## src/rtl/wb_arbiter2.sv

```systemverilog
// wb_arbiter2: two-controller Wishbone arbiter with round-robin on contention and no preemption.
// Defining WB_ARB_TIMEOUT_EN adds a stall timeout that force-acks a stuck owner and sets sticky timeout_o.
module wb_arbiter2 #(
    parameter int unsigned TIMEOUT_CYCLES = 16
) (
    input  logic       clk_i,
    input  logic       rst_ni,
    input  logic       m0_wb_cyc_i,
    input  logic       m0_wb_stb_i,
    input  logic       m0_wb_we_i,
    input  logic [3:0] m0_wb_adr_i,
    input  logic [7:0] m0_wb_dat_i,
    output logic [7:0] m0_wb_dat_o,
    output logic       m0_wb_ack_o,
    input  logic       m1_wb_cyc_i,
    input  logic       m1_wb_stb_i,
    input  logic       m1_wb_we_i,
    input  logic [3:0] m1_wb_adr_i,
    input  logic [7:0] m1_wb_dat_i,
    output logic [7:0] m1_wb_dat_o,
    output logic       m1_wb_ack_o,
    output logic       p_wb_cyc_o,
    output logic       p_wb_stb_o,
    output logic       p_wb_we_o,
    output logic [3:0] p_wb_adr_o,
    output logic [7:0] p_wb_dat_o,
    input  logic [7:0] p_wb_dat_i,
    input  logic       p_wb_ack_i,
    output logic       timeout_o
);

    typedef enum logic [1:0] {
        IDLE = 2'd0,
        OWN0 = 2'd1,
        OWN1 = 2'd2
    } state_e;

    state_e state_q, state_d;
    logic   last_q, last_d;
    logic   hit_s;

    // State and round-robin pointer register; reset makes m0 win the first contention
    always_ff @(posedge clk_i or negedge rst_ni) begin
        if (!rst_ni) begin
            state_q <= IDLE;
            last_q  <= 1'b1;
        end else begin
            state_q <= state_d;
            last_q  <= last_d;
        end
    end

    // Next-state: the owner keeps the bus while its cyc is high, then hands over without a bubble
    always_comb begin
        state_d = state_q;
        case (state_q)
            IDLE: begin
                if (m0_wb_cyc_i && m1_wb_cyc_i) begin
                    state_d = last_q ? OWN0 : OWN1;
                end else if (m0_wb_cyc_i) begin
                    state_d = OWN0;
                end else if (m1_wb_cyc_i) begin
                    state_d = OWN1;
                end else begin
                    state_d = IDLE;
                end
            end
            OWN0: begin
                if (m0_wb_cyc_i) begin
                    state_d = OWN0;
                end else if (m1_wb_cyc_i) begin
                    state_d = OWN1;
                end else begin
                    state_d = IDLE;
                end
            end
            OWN1: begin
                if (m1_wb_cyc_i) begin
                    state_d = OWN1;
                end else if (m0_wb_cyc_i) begin
                    state_d = OWN0;
                end else begin
                    state_d = IDLE;
                end
            end
            default: begin
                state_d = IDLE;
            end
        endcase
    end

    // Pointer tracks the controller granted next; staying in OWNN leaves it at N already
    always_comb begin
        last_d = last_q;
        case (state_d)
            OWN0:    last_d = 1'b0;
            OWN1:    last_d = 1'b1;
            default: last_d = last_q;
        endcase
    end

`ifdef WB_ARB_TIMEOUT_EN
    localparam logic [7:0] CNT_LAST = 8'(TIMEOUT_CYCLES - 1);

    logic [7:0] cnt_q, cnt_d;
    logic       timeout_q, timeout_d;
    logic       stall_s;

    // Stall counter: the TIMEOUT_CYCLES-th consecutive stalled owner cycle is the one that fires
    always_comb begin
        stall_s = 1'b0;
        case (state_q)
            OWN0:    stall_s = m0_wb_stb_i & ~p_wb_ack_i;
            OWN1:    stall_s = m1_wb_stb_i & ~p_wb_ack_i;
            default: stall_s = 1'b0;
        endcase
        hit_s = stall_s && (cnt_q == CNT_LAST);
        if (hit_s || !stall_s || (state_d != state_q)) begin
            cnt_d = 8'd0;
        end else begin
            cnt_d = cnt_q + 8'd1;
        end
        timeout_d = timeout_q | hit_s;
    end

    // Counter and sticky flag register
    always_ff @(posedge clk_i or negedge rst_ni) begin
        if (!rst_ni) begin
            cnt_q     <= 8'd0;
            timeout_q <= 1'b0;
        end else begin
            cnt_q     <= cnt_d;
            timeout_q <= timeout_d;
        end
    end

    assign timeout_o = timeout_q;
`else
    logic unused_cfg_s;

    assign unused_cfg_s = ^8'(TIMEOUT_CYCLES);
    assign hit_s        = 1'b0;
    assign timeout_o    = 1'b0;
`endif

    // Output mux: owner sees the peripheral, everyone else sees zeros
    always_comb begin
        p_wb_cyc_o  = 1'b0;
        p_wb_stb_o  = 1'b0;
        p_wb_we_o   = 1'b0;
        p_wb_adr_o  = 4'h0;
        p_wb_dat_o  = 8'h00;
        m0_wb_dat_o = 8'h00;
        m0_wb_ack_o = 1'b0;
        m1_wb_dat_o = 8'h00;
        m1_wb_ack_o = 1'b0;
        case (state_q)
            OWN0: begin
                p_wb_cyc_o  = m0_wb_cyc_i;
                p_wb_stb_o  = m0_wb_stb_i & ~hit_s;
                p_wb_we_o   = m0_wb_we_i;
                p_wb_adr_o  = m0_wb_adr_i;
                p_wb_dat_o  = m0_wb_dat_i;
                m0_wb_dat_o = hit_s ? 8'h00 : p_wb_dat_i;
                m0_wb_ack_o = (p_wb_ack_i & m0_wb_stb_i) | hit_s;
            end
            OWN1: begin
                p_wb_cyc_o  = m1_wb_cyc_i;
                p_wb_stb_o  = m1_wb_stb_i & ~hit_s;
                p_wb_we_o   = m1_wb_we_i;
                p_wb_adr_o  = m1_wb_adr_i;
                p_wb_dat_o  = m1_wb_dat_i;
                m1_wb_dat_o = hit_s ? 8'h00 : p_wb_dat_i;
                m1_wb_ack_o = (p_wb_ack_i & m1_wb_stb_i) | hit_s;
            end
            default: begin
                p_wb_cyc_o  = 1'b0;
                m0_wb_ack_o = 1'b0;
                m1_wb_ack_o = 1'b0;
            end
        endcase
    end

endmodule

```

## config.mk

```make
export PLATFORM = sky130hd
export DESIGN_NAME = wb_arbiter2
export DESIGN_NICKNAME = d
export VERILOG_FILES = /design/src/rtl/wb_arbiter2.sv
export SDC_FILE = /design/constraint.sdc
export NUM_CORES = 1
export LEC_CHECK = 0
export BUFFER_PORTS_ARGS = -buffer_cell sky130_fd_sc_hd__buf_2
export CORE_ASPECT_RATIO = 1.4
export CORE_MARGIN = 3
export CORE_UTILIZATION = 30
export CTS_BUF_LIST = sky130_fd_sc_hd__clkbuf_4
export DETAILED_ROUTE_END_ITERATION = 10
export GPL_TIMING_DRIVEN = 0
export PLACE_DENSITY = 0.79
export SKIP_CTS_REPAIR_TIMING = 1
export SYNTH_ARGS = -nofsm -noshare
export SYNTH_HDL_FRONTEND = slang
export SYNTH_SLANG_ARGS = --single-unit
```

## constraint.sdc

```tcl
create_clock -name clk_i -period 1.84 [get_ports clk_i]
set_input_delay 0 -clock clk_i [delete_from_list [all_inputs] [get_ports clk_i]]
set_output_delay 0 -clock clk_i [all_outputs]
set_load 0.005 [all_outputs]
```

# Yosys cells after proc, flatten, opt, wreduce, memory -nomap -nowiden
# Cells that the tools add are included.
totals:
  reg_bits: 3
  in_bits: 41
  output_inout_bits: 34
  wordCells: 28
classes:
  n_eq_ne: 4
  muxes: 17
  bitwise: 2
  n_reduce_logical: 3
op_table:
  columns: ["operator", "count"]
  rows:
  - ["8-bit two-way mux", 2]
  - ["8-bit one-hot mux with 2 select lines", 1]
  - ["2-bit two-way mux", 5]
  - ["1-bit one-hot mux with 2 select lines", 4]
  - ["4-bit one-hot mux with 2 select lines", 1]
  - ["2-bit one-hot mux with 3 select lines", 1]
  - ["2-bit by 1-bit equality test with 1-bit output, second input constant", 2]
  - ["2-bit equality test, second input constant", 2]
  - ["1-bit two-way mux", 3]
  - ["1-bit bitwise AND", 2]
  - ["2-bit zero test", 1]
  - ["2-bit nonzero test", 1]
  - ["1-bit logical AND", 1]

# Longest topological paths before layout
logic_depth:
  word_depth: 6
  depth_mapped: 8
  mapped_depth_nobuf: 6

# Least setup slack after synthesis
# No wires, ideal clock.
synth_timing:
  path_kind: "flip-flop to flip-flop"
  from: "register state_q[0]"
  to: "register last_q"
  setup_time_ps: 82
  arrival_ps: 1823
  required_time_ps: 1758
  setup_slack_ps: -65
  path_stages_with_launch: 8
  n_path_buf: 2
  period_less_slack_ps: 1905
  cell_sequence: "dfrtp_1 -> inv_1 -> ha_1 -> buf_2 -> buf_6 -> o311a_1 -> ha_1 -> mux2_2"
synth_via:
  elab_chain_len: 4
  word_cells_on_any_way: 8
  cone_classes: "4 x eq/ne; 2 x mux; 2 x reduce/logical"
synth_rtl:
  columns: ["element", "line_no", "source"]
  rows:
  - ["start, declared", "38", "state_e state_q, state_d;"]
  - ["start signal, assigned", "48", "state_q <= state_d;"]
  - ["2-bit equality test (tied with other cells)", "56", "case (state_q)"]
  - ["2-bit one-hot mux with 3 select lines *", "56", null]
  - ["net state_d[1]", "38", null]
  - ["2-bit equality test / 2-bit by 1-bit equality test with 1-bit output (equally long branches)", "95", "case (state_d)"]
  - ["1-bit one-hot mux with 2 select lines / 2-bit nonzero test (equally long branches)", null, null]
  - ["end signal, assigned", "49", "last_q <= last_d;"]
  - ["end, declared", "39", "logic last_q, last_d;"]
# Mark *: on every way through the listed nets, which the timed path passes. The rest lies on a longest branch.
# A chain may end at the register's enable or synchronous reset.

# Worst setup path in the final report
# Ends and elaborated chain as after synthesis.

==> results_dict.tcl <==
set metrics [dict create \
    status "finished with violations" \
    failed_checks "setup timing" \
    crit_path_max_fanout 17 \
    crit_family "adder cells" \
    num_io_pins 75 \
    hpwlAfterDp_mm 1.84 \
    start_util_pct 33.2 \
    drt_iter0_markers 9 \
    rsz0062_at_grt "true" \
    wl_met1_um 843 \
    place_congestion 0.661 \
    skew_ns 0.00148 \
    cts-root-buf "clkbuf_4" \
    cts_sinks 3 \
    crit_required_ns 1.99 \
    htreeDepth 1 \
    fin_cells 175 \
    clk_pin_slew_ns 0.04 \
    yosys_warnings 0 \
    syn-cell-area_sq_um 613 \
    grt_pass1_wl_mm 3.19 \
    clock_path_buffers 2 \
    final_nets 203 \
    rr_startpoint "state_q[0]" \
    area_growth_syn_to_layout_pct 82.9 \
    antenna_found_initial 0 \
    die-area_sq_mm 0.00263 \
    finalCritPeriodShare_pct 100 \
    powerDensity_mw_per_mm2 1250 \
    setup.worst_path.start "state_q[0]" \
    rr_worst_depth 6 \
    path_cells "inv_2 > ha_2 > buf_8 > o311a_4 > ha_4 > mux2_2" \
    numCtsBuffers 3 \
    final-hold-violation-count 0 \
    row_count 18 \
    highest_layer "met4" \
    wl_met3_um 174 \
    timing.final.ws_setup_ns -0.00180 \
    ys_ff_latch 3 \
    min-delay-path-class "input pin to asynchronous set/reset pin" \
    start_kind "flip-flop" \
    critPathSlowestCell "dfrtp_2" \
    gr-total-overflow 0 \
    cp.depth 6 \
    routed_wl_mm 2.33 \
    dieWidth_um 44.2 \
    num_vias 836 \
    drtPass1Iterations 4 \
    place_area_sq_mm 0.00101 \
    critPathBufInv 2 \
    antennaDiodeCount 0 \
    leakagePower_nw 0.616 \
    synth-seq-area-share_pct 12.4 \
    drc 0 \
    die_y_um 59.5 \
    dr_wl_met2_mm 1.27 \
    cap_violations 0 \
    cts_tree "done" \
    setup-violations-final 1 \
    max_freq_mhz 543 \
    grt_usage_pct 15.7 \
    layout_commonest_cell "buf_2" \
    synth_nets 124 \
    syn_avg_cell_area_sq_um 7.96 \
    clock_latency_ns 0.23 \
    io_buffers 73 \
    max-vdd-ir-drop_uv 618 \
    yosysUniqueCellTypes 18 \
    grt_max_degree 11 \
    cp.arrival_ns 2.00 \
    slew_violations 0 \
    final_area_sq_mm 0.00112 \
    final_cell_mix "74 x buf_2, 18 x nor2b_1, 16 x and2_1, 15 x a22oi_1, 5 x clkbuf_4" \
    wl_per_cell_um 13.3 \
    path_class "flip-flop to flip-flop" \
    synthCells 77 \
    viasPerCell 4.78 \
    grt_pass1_vias 779 \
    drive_gt1_share_pct 63.2 \
    core_area_sq_mm 0.00185 \
    end_kind "flip-flop" \
    cp_slowest_stage_delay_ns 0.40 \
    ant_nets 0 \
    finalWorstPathRequiredPeriod_ns 1.84 \
    post-place-cells 170 \
]
logic make-up (layout without fill, tap and decap cells):
logic type / Yosys count / in the layout / share of synthesized area, %
buffers and inverters: 9 / 87 / 8.98
and+or+nand+nor: 39 / 39 / 40.8
muxes: 1 / 1 / 1.84
AOI/OAI and AO/OA: 18 / 18 / 23.1
DFF: 3 / 3 / 12.5
adders and majority gates: 6 / 6 / 12.2
other: 1 / 1 / 0.612
per-stage QoR:
step           utilization [%]  setup WS, ns  hold WS (ns)  TNS (ns)  power [W]
6_report                  60.7      -0.00180        0.0989  -0.00180    0.00141
5_1_grt                   60.7       -0.0551        0.0936   -0.0551    0.00154
4_1_cts                   56.2        -0.126        -0.449    -0.126    0.00126
3_5_place_dp              54.6        -0.124        -0.199    -0.124    0.00112
3_3_place_gp              54.6       -0.0675        -0.203   -0.0675    0.00109
2_1_floorplan                -       -0.0158        -0.296   -0.0158   0.000778
worst register-to-register path, cell delays in order (launching register included):
cell	delay (ns)
dfrtp_2	0.40
inv_2	0.06
ha_2	0.19
buf_8	0.15
o311a_4	0.39
ha_4	0.26
mux2_2	0.31
cells in the mapped netlist:
cell	count	area share (%)
mux2_2	1	1.8
nor2b_1	19	19
a22oi_1	15	18
and2_1	16	16
conb_1	1	0.61
inv_1	2	1.2
ha_1	6	12
dfstp_2	1	4.3
nand3b_1	1	1.2
o311a_1	2	3.3
dfrtp_1	2	8.2
clkbuf_1	2	1.2
buf_6	2	3.7
or3b_4	1	1.8
and3_1	2	2.0
o311ai_1	1	1.4
buf_2	2	1.6
buf_4	1	1.2
power breakdown:
part | leakage [nW] | internal, W | switching (W)
Clock | 0.0184 | 0.0000958 | 0.0000320
Combinational | 0.563 | 0.000615 | 0.000524
Sequential | 0.0348 | 0.000103 | 0.0000357
Total | 0.616 | 0.000814 | 0.000592
per-layer routing:
metal / GRT usage [%] / up-vias
met4: 4.74 / 0
li1: - / 424
met2: 30.6 / 38
met1: 16.4 / 370
met3: 2.43 / 4
met5: 0 / -
state kept, by name (all words and copies together), names as in the netlist:
register and cells:
last_q 1, state_q 2
cell type report:
type	instances	area, sq um
fillers	166	726
well taps	20	25.0
multi-input cells	65	551
flip-flops and latches	3	77.6
inverters	2	7.51
repair buffers	76	390
clock buffers	4	30.0
plain buffers	5	40.0
path summary, 6_finish.rpt:
check                                   to  slack, ns
worst max-delay path                last_q     -0.002
worst min-delay path            state_q[1]        0.1
worst max register to register      last_q     -0.002
worst min register to register      last_q       0.64
max in group asynchronous           last_q       1.54
min in group clk_i              state_q[0]       0.23
Power figures use the tool's default switching activity.
